--- src/rtl/peak_search_ctrl_if.sv ---
// Result bus of the I/Q peak-search sequencer.
// One combined per-frame peak result with valid/ready handshake.
interface peak_search_ctrl_if #(
    parameter int DATA_LEN  = 64,
    parameter int INDEX_LEN = 32
);
    logic                 res_tvalid;
    logic                 res_tready;
    logic [INDEX_LEN-1:0] res_index_i;
    logic [INDEX_LEN-1:0] res_index_q;
    logic [DATA_LEN-1:0]  res_mag_i;
    logic [DATA_LEN-1:0]  res_mag_q;
    logic [15:0]          res_frame;
    logic [1:0]           res_flags;

    modport master (
        output res_tvalid,
        output res_index_i,
        output res_index_q,
        output res_mag_i,
        output res_mag_q,
        output res_frame,
        output res_flags,
        input  res_tready
    );

    modport slave (
        input  res_tvalid,
        input  res_index_i,
        input  res_index_q,
        input  res_mag_i,
        input  res_mag_q,
        input  res_frame,
        input  res_flags,
        output res_tready
    );
endinterface

--- src/rtl/peak_search_ctrl.sv ---
// Frame sequencer for the dual-channel magnitude + peak-finder chain.
// Gates whole frames, collects both peaks, presents one result per frame.
module peak_search_ctrl #(
    parameter int DATA_LEN       = 64,
    parameter int INDEX_LEN      = 32,
    parameter int TIMEOUT_CYCLES = 4096
) (
    input  logic                 clk,
    input  logic                 aresetn,
    input  logic                 cfg_start,
    input  logic                 cfg_abort,
    input  logic [15:0]          cfg_num_frames,
    input  logic [DATA_LEN-1:0]  cfg_threshold,
    input  logic                 in_tvalid,
    input  logic                 in_tlast,
    output logic                 frame_enable,
    output logic [DATA_LEN-1:0]  threshold_out,
    input  logic                 pk_i_tvalid,
    input  logic                 pk_i_tlast,
    input  logic [INDEX_LEN-1:0] pk_i_index,
    input  logic [DATA_LEN-1:0]  pk_i_tdata,
    input  logic                 pk_q_tvalid,
    input  logic                 pk_q_tlast,
    input  logic [INDEX_LEN-1:0] pk_q_index,
    input  logic [DATA_LEN-1:0]  pk_q_tdata,
    peak_search_ctrl_if.master   res_if,
    output logic                 busy,
    output logic                 done
);
    localparam int CW = (TIMEOUT_CYCLES > 2) ? $clog2(TIMEOUT_CYCLES) : 1;
    localparam logic [CW-1:0] TO_LAST = CW'(TIMEOUT_CYCLES - 1);

    typedef enum logic [2:0] {
        IDLE,
        ARM,
        RUN,
        WAIT_PEAK,
        PRESENT
    } state_t;

    state_t        state;
    logic [CW-1:0] to_cnt;
    logic          got_i;
    logic          got_q;
    logic          boundary;
    logic          hit_i;
    logic          hit_q;
    logic          capturing;
    logic          last_frame;

    // Frame boundary and first-tlast-wins capture qualifiers.
    always_comb begin
        boundary   = ~in_tvalid | in_tlast;
        capturing  = (state == RUN) || (state == WAIT_PEAK);
        hit_i      = capturing & pk_i_tvalid & pk_i_tlast & ~got_i;
        hit_q      = capturing & pk_q_tvalid & pk_q_tlast & ~got_q;
        last_frame = (cfg_num_frames != 16'd0) &&
                     (res_if.res_frame == cfg_num_frames - 16'd1);
    end

    // Sequencer FSM; every output is a register updated here.
    always_ff @(posedge clk or negedge aresetn) begin
        if (!aresetn) begin
            state              <= IDLE;
            to_cnt             <= '0;
            got_i              <= 1'b0;
            got_q              <= 1'b0;
            frame_enable       <= 1'b0;
            threshold_out      <= '0;
            busy               <= 1'b0;
            done               <= 1'b0;
            res_if.res_tvalid  <= 1'b0;
            res_if.res_index_i <= '0;
            res_if.res_index_q <= '0;
            res_if.res_mag_i   <= '0;
            res_if.res_mag_q   <= '0;
            res_if.res_frame   <= '0;
            res_if.res_flags   <= '0;
        end else begin
            done <= 1'b0;
            if (cfg_abort) begin
                state             <= IDLE;
                frame_enable      <= 1'b0;
                res_if.res_tvalid <= 1'b0;
                busy              <= 1'b0;
                got_i             <= 1'b0;
                got_q             <= 1'b0;
            end else begin
                if (hit_i) begin
                    res_if.res_index_i <= pk_i_index;
                    res_if.res_mag_i   <= pk_i_tdata;
                    got_i              <= 1'b1;
                end
                if (hit_q) begin
                    res_if.res_index_q <= pk_q_index;
                    res_if.res_mag_q   <= pk_q_tdata;
                    got_q              <= 1'b1;
                end
                unique case (state)
                    IDLE: begin
                        if (cfg_start) begin
                            state            <= ARM;
                            busy             <= 1'b1;
                            res_if.res_frame <= '0;
                        end
                    end
                    ARM: begin
                        if (boundary) begin
                            state            <= RUN;
                            frame_enable     <= 1'b1;
                            threshold_out    <= cfg_threshold;
                            res_if.res_flags <= '0;
                            got_i            <= 1'b0;
                            got_q            <= 1'b0;
                        end
                    end
                    RUN: begin
                        if (in_tvalid && in_tlast) begin
                            state        <= WAIT_PEAK;
                            frame_enable <= 1'b0;
                            to_cnt       <= '0;
                        end
                    end
                    WAIT_PEAK: begin
                        to_cnt <= to_cnt + CW'(1);
                        if (got_i && got_q) begin
                            state             <= PRESENT;
                            res_if.res_tvalid <= 1'b1;
                        end else if (to_cnt == TO_LAST) begin
                            state             <= PRESENT;
                            res_if.res_tvalid <= 1'b1;
                            if (!got_i && !hit_i) begin
                                res_if.res_index_i  <= '1;
                                res_if.res_mag_i    <= '0;
                                res_if.res_flags[0] <= 1'b1;
                            end
                            if (!got_q && !hit_q) begin
                                res_if.res_index_q  <= '1;
                                res_if.res_mag_q    <= '0;
                                res_if.res_flags[1] <= 1'b1;
                            end
                        end
                    end
                    PRESENT: begin
                        if (res_if.res_tready) begin
                            res_if.res_tvalid <= 1'b0;
                            if (last_frame) begin
                                state <= IDLE;
                                busy  <= 1'b0;
                                done  <= 1'b1;
                            end else begin
                                state            <= ARM;
                                res_if.res_frame <= res_if.res_frame + 16'd1;
                            end
                        end
                    end
                    default: state <= IDLE;
                endcase
            end
        end
    end
endmodule
--- src/flat_wrapper.sv ---
// flat-port wrapper written by rule: the top's interface ports become plain ports
module peak_search_ctrl_flat 
#(
    parameter int DATA_LEN       = 64,
    parameter int INDEX_LEN      = 32,
    parameter int TIMEOUT_CYCLES = 4096
)
  (clk, aresetn, cfg_start, cfg_abort, cfg_num_frames, cfg_threshold, in_tvalid, in_tlast, frame_enable, threshold_out, pk_i_tvalid, pk_i_tlast, pk_i_index, pk_i_tdata, pk_q_tvalid, pk_q_tlast, pk_q_index, pk_q_tdata, busy, done, res_if_res_tvalid, res_if_res_index_i, res_if_res_index_q, res_if_res_mag_i, res_if_res_mag_q, res_if_res_frame, res_if_res_flags, res_if_res_tready);
  peak_search_ctrl_if #(.DATA_LEN(DATA_LEN), .INDEX_LEN(INDEX_LEN)) res_if_i ();
  input  logic clk;
  input  logic aresetn;
  input  logic cfg_start;
  input  logic cfg_abort;
  input  logic [15:0] cfg_num_frames;
  input  logic [DATA_LEN-1:0] cfg_threshold;
  input  logic in_tvalid;
  input  logic in_tlast;
  output logic frame_enable;
  output logic [DATA_LEN-1:0] threshold_out;
  input  logic pk_i_tvalid;
  input  logic pk_i_tlast;
  input  logic [INDEX_LEN-1:0] pk_i_index;
  input  logic [DATA_LEN-1:0] pk_i_tdata;
  input  logic pk_q_tvalid;
  input  logic pk_q_tlast;
  input  logic [INDEX_LEN-1:0] pk_q_index;
  input  logic [DATA_LEN-1:0] pk_q_tdata;
  output logic busy;
  output logic done;
  output wire logic [$bits(res_if_i.res_tvalid)-1:0] res_if_res_tvalid;
  output wire logic [$bits(res_if_i.res_index_i)-1:0] res_if_res_index_i;
  output wire logic [$bits(res_if_i.res_index_q)-1:0] res_if_res_index_q;
  output wire logic [$bits(res_if_i.res_mag_i)-1:0] res_if_res_mag_i;
  output wire logic [$bits(res_if_i.res_mag_q)-1:0] res_if_res_mag_q;
  output wire logic [$bits(res_if_i.res_frame)-1:0] res_if_res_frame;
  output wire logic [$bits(res_if_i.res_flags)-1:0] res_if_res_flags;
  input wire logic [$bits(res_if_i.res_tready)-1:0] res_if_res_tready;
  assign res_if_res_tvalid = res_if_i.res_tvalid;
  assign res_if_res_index_i = res_if_i.res_index_i;
  assign res_if_res_index_q = res_if_i.res_index_q;
  assign res_if_res_mag_i = res_if_i.res_mag_i;
  assign res_if_res_mag_q = res_if_i.res_mag_q;
  assign res_if_res_frame = res_if_i.res_frame;
  assign res_if_res_flags = res_if_i.res_flags;
  assign res_if_i.res_tready = res_if_res_tready;
  peak_search_ctrl #(.DATA_LEN(DATA_LEN), .INDEX_LEN(INDEX_LEN), .TIMEOUT_CYCLES(TIMEOUT_CYCLES)) u_core (.clk(clk), .aresetn(aresetn), .cfg_start(cfg_start), .cfg_abort(cfg_abort), .cfg_num_frames(cfg_num_frames), .cfg_threshold(cfg_threshold), .in_tvalid(in_tvalid), .in_tlast(in_tlast), .frame_enable(frame_enable), .threshold_out(threshold_out), .pk_i_tvalid(pk_i_tvalid), .pk_i_tlast(pk_i_tlast), .pk_i_index(pk_i_index), .pk_i_tdata(pk_i_tdata), .pk_q_tvalid(pk_q_tvalid), .pk_q_tlast(pk_q_tlast), .pk_q_index(pk_q_index), .pk_q_tdata(pk_q_tdata), .res_if(res_if_i), .busy(busy), .done(done));
endmodule
--- config.mk ---
export PLATFORM = sky130hd
export DESIGN_NAME = peak_search_ctrl_flat
export DESIGN_NICKNAME = d
export VERILOG_FILES = /design/src/rtl/peak_search_ctrl_if.sv /design/src/rtl/peak_search_ctrl.sv /design/src/flat_wrapper.sv
export SDC_FILE = /design/constraint.sdc
export NUM_CORES = 1
export LEC_CHECK = 0
export CAP_MARGIN = 20
export CORE_AREA = 2 2 215 217
export CTS_BUF_LIST = sky130_fd_sc_hd__clkbuf_4
export DETAILED_ROUTE_END_ITERATION = 6
export DIE_AREA = 0 0 217 219
export PLACE_DENSITY = 0.56
export SYNTH_ARGS = -nofsm -noshare
export SYNTH_HDL_FRONTEND = slang
export SYNTH_SLANG_ARGS = --single-unit
export TNS_END_PERCENT = 10
--- constraint.sdc ---
create_clock -name clk -period 3.4 [get_ports clk]
set_input_delay 0.68 -clock clk [delete_from_list [all_inputs] [get_ports clk]]
set_output_delay 0.68 -clock clk [all_outputs]
set_load 0.02 [all_outputs]
# After elaboration in Yosys (flattened, before gate mapping)
# Cells that the tools add are included.
[totals]
out_inout_bits = 278
ff_bits = 295
inputBits = 283
word_cells = 145
[op_classes]
reduce_logical = 27
eq_ne = 21
bitwise = 11
mux = 67
addsub = 3
[ops]
columns = ["cell", "n"]
rows = [
  ["two-way mux 64 bit", 10],
  ["two-way mux 32 bit", 10],
  ["two-way mux 16 bit", 3],
  ["case mux 16 bit (2 select lines)", 1],
  ["two-way mux 1 bit", 26],
  ["case mux 12 bit (2 select lines)", 1],
  ["two-way mux 3 bit", 7],
  ["adder 16 x 1 -> 16 bit, second input constant", 1],
  ["equality test 16 bit", 1],
  ["inequality test 2 bit, second input constant", 8],
  ["nonzero test 16 bit", 1],
  ["subtractor 16 x 1 -> 16 bit, second input constant", 1],
  ["case mux 3 bit (5 select lines)", 1],
  ["adder 12 x 1 -> 12 bit, second input constant", 1],
  ["equality test 12 bit, second input constant", 1],
  ["two-way mux 12 bit", 1],
  ["AND reduction 3 bit", 4],
  ["AND reduction 6 bit", 2],
  ["AND reduction 5 bit", 2],
  ["inequality test 3 bit, second input constant", 3],
  ["nonzero test 3 bit", 3],
  ["bitwise AND 1 bit", 6],
  ["equality test 3 x 2 -> 1 bit, second input constant", 2],
  ["two-way mux 2 bit", 3],
  ["other kinds (15)", 30],
]

# Depth between registers and ports, before layout
[logic_depth]
depth_word = 11
depth_mapped = 12
mapped_depth_nobuf = 10

# Worst setup path before layout
# No wires, ideal clock.
[synth_timing]
kind = "input -> register"
from = "input cfg_num_frames[0]"
to = "register u_core.res_if.res_frame[13]"
setup_slack_ns = 0.310
setup_time_ns = 0.075
arrival_ns = 3.015
required_time_ns = 3.325
path_stages = 12
path_buffers = 2
path_cell_list = "inv_1 > ha_1 > nor4b_4 > a21boi_1 > or4b_1 > and3_1 > or3_4 > nor3_4 > buf_6 > buf_8 > o31ai_1 > a21oi_2"
[synth_via]
elab_chain_len = 5
elab_cells_between_ends = 6
classes_between = "add/sub: 1; eq/ne: 2; reduce/logical: 3"
[synth_rtl]
columns = ["element", "line_no", "source"]
rows = [
  ["start: declaration", "flat_wrapper.sv:14", "input logic [15:0] cfg_num_frames;"],
  ["subtractor 16 x 1 -> 16 bit", "peak_search_ctrl.sv:58", "(res_if.res_frame == cfg_num_frames - 16'd1);"],
  ["equality test 16 bit", "peak_search_ctrl.sv:58", ""],
  ["logical AND 1 bit (*)", "peak_search_ctrl.sv:57", "last_frame = (cfg_num_frames != 16'd0) &&"],
  ["inequality test 2 bit (no source line) (*)", "n/a", ""],
  ["AND reduction 5 bit (no source line) (*)", "n/a", ""],
  ["end signal: assignment", "peak_search_ctrl.sv:153", "res_if.res_frame <= res_if.res_frame + 16'd1;"],
  ["end: declaration", "peak_search_ctrl_if.sv:22", "output res_frame,"],
]
# Mark *: on every way between the ends. The rest lies on a longest branch, timed or not.
# A chain may end at the register's enable or synchronous reset.

# Worst setup path after layout
[layout_timing]
from = "input cfg_num_frames[1]"
to = "register u_core.res_if.res_frame[1]"
# The elaborated chain is that of the path after synthesis.

==> out/results.tsv <==
stage	metric	value	unit
outcome	status	finished, final reports clean	
sta	slew_viol_final	0	
yosys	avgSynthCellArea	11.76	µm²
worst_setup_path	r2r_start	u_core.res_if.res_frame[5]	
worst_setup_path	crit_chain	clkdlybuf4s50_1, inv_1, ha_1, nor4b_4, a21boi_1, or4b_1, and3_1, or3_1, or3_1, a32o_1	
yosys	yosys-top-cells-area	dfrtp_1 61%, a22o_1 9.3%, mux2_2 6.2%	
run	maxCapViolations	0	
cells_and_area	drive_above_1_share	15.28	%
placed_design	dpl.hpwl	33.69	mm
worst_setup_path	startpoint_type	primary input	
clocking	root_buffer	clkbuf_4	
cells_and_area	postLayoutCellArea	19690	µm²
cells_and_area	fillers	4292	
yosys	synthCells	1022	
yosys	seq_area_frac_synth	61.41	%
sta	slew_headroom	60.49	%
sta	fin_skew	56.96	ps
routing	dr_total_vias	10820	
routing	routed_wl	46.47	mm
placed_design	portBuffers	560	
yosys	yosysUniqueCellTypes	55	
yosys	synth_common_cells	295 x dfrtp_1, 161 x nand2_1, 128 x a22o_1	
worst_setup_path	critPathRequiredTime	4040	ps
yosys	ys.flop_type	dfrtp_1	
sta	worst_pin_slew	592.7	ps
sta	post-route-period-util	82.54	%
power_and_ir_drop	swShare	37.08	%
sta	fmaxAchievable	356.3	MHz
floorplan	ios	561	
grt	grt_pass1_wl	69.24	mm
worst_setup_path	cpPeakStageDelay	490	ps
routing	final_antenna_net_count	0	
floorplan	die_h	219	µm
power_and_ir_drop	intPower	0.01091	W
clocking	clock_sinks	295	
yosys	synth_seq_cells	295	
sta	hold_slack	437.0	ps
grt	antenna_found_initial	5	
power_and_ir_drop	power.leakage	8.623	nW
worst_setup_path	critical_path.startpoint	cfg_num_frames[1]	
clocking	path_clk_slew	60	ps
sta	setup_violations	0	
worst_setup_path	crit_type	primary input to register	
routing	dr.pass1.iters	7	
yosys	synth_nets	1308	
clocking	cts_max_level	3	
clocking	cts_buffer_depth	3	
worst_setup_path	endpoint_kind	register	
power_and_ir_drop	p_clk_share	20.1	%
hold_path	min_path_type	primary input to asynchronous set/reset pin	
sta	grt_setup_unrepaired	no	
worst_setup_path	r2r-end	u_core.res_if.res_frame[13]	
routing	initialDrtViolationCount	547	
clocking	clock_latency	800	ps
yosys	synth_top_area_share	61.41	%
worst_setup_path	cp_common_cell	or3_1	
cells_and_area	area_delta_synth_final	63.75	%
worst_setup_path	cp.arrival	3450	ps
worst_setup_path	crit_fanout	4	
clocking	cts_tree	yes	
yosys	synth_area	12020	µm²
power_and_ir_drop	power_density	881.0	nW/µm²
grt	track_usage	19.29	%
worst_setup_path	r2r_cells	9	
clocking	cts-resized-gates	0	
sta	fin_crit	2806	ps
floorplan	die_x	217	µm
grt	grt_pass1_vias	11350	
power_and_ir_drop	power.switching	0.006431	W
floorplan	rows	78	
worst_setup_path	cp_slowest_cell	or4b_1	
yosys	synth_edf_count	0	
floorplan	initial_core_util	26.66	%
sta	finalHoldViolations	0	
routing	wl_per_cell	20.14	µm
power_and_ir_drop	ir_worst_vdd	0.4705	mV
power_and_ir_drop	p_comb_share	45.6	%
worst_setup_path	ff2ff_setup_slack	790	ps
floorplan	core_region_area	45090	µm²
grt	grt_start_max_net_pins	97	
yosys	yosys_warnings	0	
clocking	cts_buffers	88	
routing	via_per_inst	4.688	
placed_design	gp_congestion	0.8313	
routing	route.detailed.drc	0	
yosys	yosysMostFrequentCell	dfrtp_1	
yosys	yosysTopAreaCell	dfrtp_1	
cells_and_area	final_nets	1932	
placed_design	placed_area	18560	µm²
yosys	synthArstFlopShare	100.0	%
power_and_ir_drop	seq_power_share	34.3	%
floorplan	die-area	47520	µm²
grt	grt_overflow	0	
==> power by group through the flow <==
stage	clock (W)	combinational [W]	sequential [W]
finish	0.00349	0.00790	0.00595
global route	0.00384	0.00833	0.00615
CTS	0.00365	0.00801	0.00595
detailed placement	0	0.00799	0.00595
global placement	0	0.00794	0.00595
floorplan	0	0.00181	0.00771
==> worst max-delay path by stage <==
| stage | to | cells past startpoint |
|---|---|---|
| final | u_core.res_if.res_frame[1] | 10 |
| after global routing | u_core.res_if.res_frame[5] | 11 |
| after CTS | res_if_res_frame[2] | 1 |
| after detailed placement | u_core.res_if.res_frame[1] | 10 |
| after global placement | u_core.res_if.res_frame[1] | 10 |
| after floorplan | u_core.res_if.res_frame[13] | 12 |
==> cells in the final DEF (no fill, tap or decap), types with 5 or more instances in the layout <==
cell type        Yosys  layout
nand4_1              8       8
buf_4                0      27
or3_1               11      11
dfrtp_1            295     295
o21ai_1              7       7
nand3_1             84      84
nand2_1            161     161
nor2_1              29      29
xor2_1               8       8
xnor2_1             14      14
clkinv_1             0       8
inv_1                6       6
o31ai_1             11      11
nand2b_1             8       8
or4_1                7       7
a22o_1             128     128
clkdlybuf4s50_1      0     559
and3_1               8       8
a21oi_1             13      13
nor3_1              11      10
o21ai_0             20      20
clkbuf_4             0     131
mux2_2              66      66
buf_12               0      11
diode_2              0       5
and2_1               5       5
==> cells by family (layout without fill, tap and decap cells) <==
group	Yosys count	count (layout)	synth area share (%)
multiplexers	68	68	6.349
AO/OA/AOI/OAI	208	208	13.67
flip-flops	295	295	61.41
other	0	5	0
adder cells (fa/ha/maj)	3	3	0.3123
XOR/XNOR	22	22	1.603
AND/OR/NAND/NOR	355	355	14.28
buffers and inverters	71	751	2.383
==> flip-flops by register name (all words and copies together) (netlist names) <==
| signal | cells |
|---|---|
| u_core.res_if.res_mag_i | 64 |
| u_core.res_if.res_mag_q | 64 |
| u_core.threshold_out | 64 |
| u_core.res_if.res_index_i | 32 |
| u_core.res_if.res_index_q | 32 |
| u_core.res_if.res_frame | 16 |
| u_core.to_cnt | 12 |
| u_core.state | 3 |
| u_core.res_if.res_flags | 2 |
| u_core.busy | 1 |
| u_core.done | 1 |
| u_core.frame_enable | 1 |
| u_core.got_i | 1 |
| u_core.got_q | 1 |
| u_core.res_if.res_tvalid | 1 |
==> what timing repair did <==
item,CTS,global route
setup buffers,0,0
endpoints found under the hold margin,66,0
endpoints found under the setup margin,0,0
hold buffers,1,0
==> area by class of cell <==
| type | instances | area [µm²] | area share [%] |
|---|---|---|---|
| Tap cell | 600 | 750.7 | 3.814 |
| Multi-Input combinational cell | 656 | 4373 | 22.21 |
| Clock inverter | 15 | 117.6 | 0.5975 |
| Antenna cell | 5 | 12.51 | 0.06356 |
| Sequential cell | 295 | 7382 | 37.50 |
| Timing Repair Buffer | 599 | 6043 | 30.70 |
| Clock buffer | 131 | 983.4 | 4.996 |
| Inverter | 6 | 22.52 | 0.1144 |
==> worst max-delay path, delay by kind of cell <==
family	cells	cell delay [ps]
buffers and inverters	2	490
AND/OR/NAND/NOR	5	1700
adder cells (fa/ha/maj)	1	160
AO/OA/AOI/OAI	2	420
==> metal layers <==
layer,GRT usage (%),part of all wire [%],up-vias
met5,0,0.028,-
met4,10.00,3.8,2
met3,7.013,8.0,95
met2,30.83,48,444
met1,22.77,40,5283
li1,-,-,4991
==> through the flow <==
| step | setup TNS (ps) | utilization, % | power (W) | setup slack, ps | std cells |
|---|---|---|---|---|---|
| 6_report | 0 | 43.66 | 0.01734 | 593.5 | 2307 |
| 5_1_grt | 0 | 43.64 | 0.01832 | 435.7 | 2304 |
| 2_1_floorplan | 0 | - | 0.009524 | 309.9 | 1022 |
| 3_5_place_dp | -1968 | 41.17 | 0.01394 | -173.8 | 2155 |
| 4_1_cts | 0 | 43.63 | 0.01761 | 610.2 | 2302 |
| 3_3_place_gp | -1637 | 41.17 | 0.01389 | -164.0 | 2155 |
No activity file was read; power rests on OpenSTA's default activity.
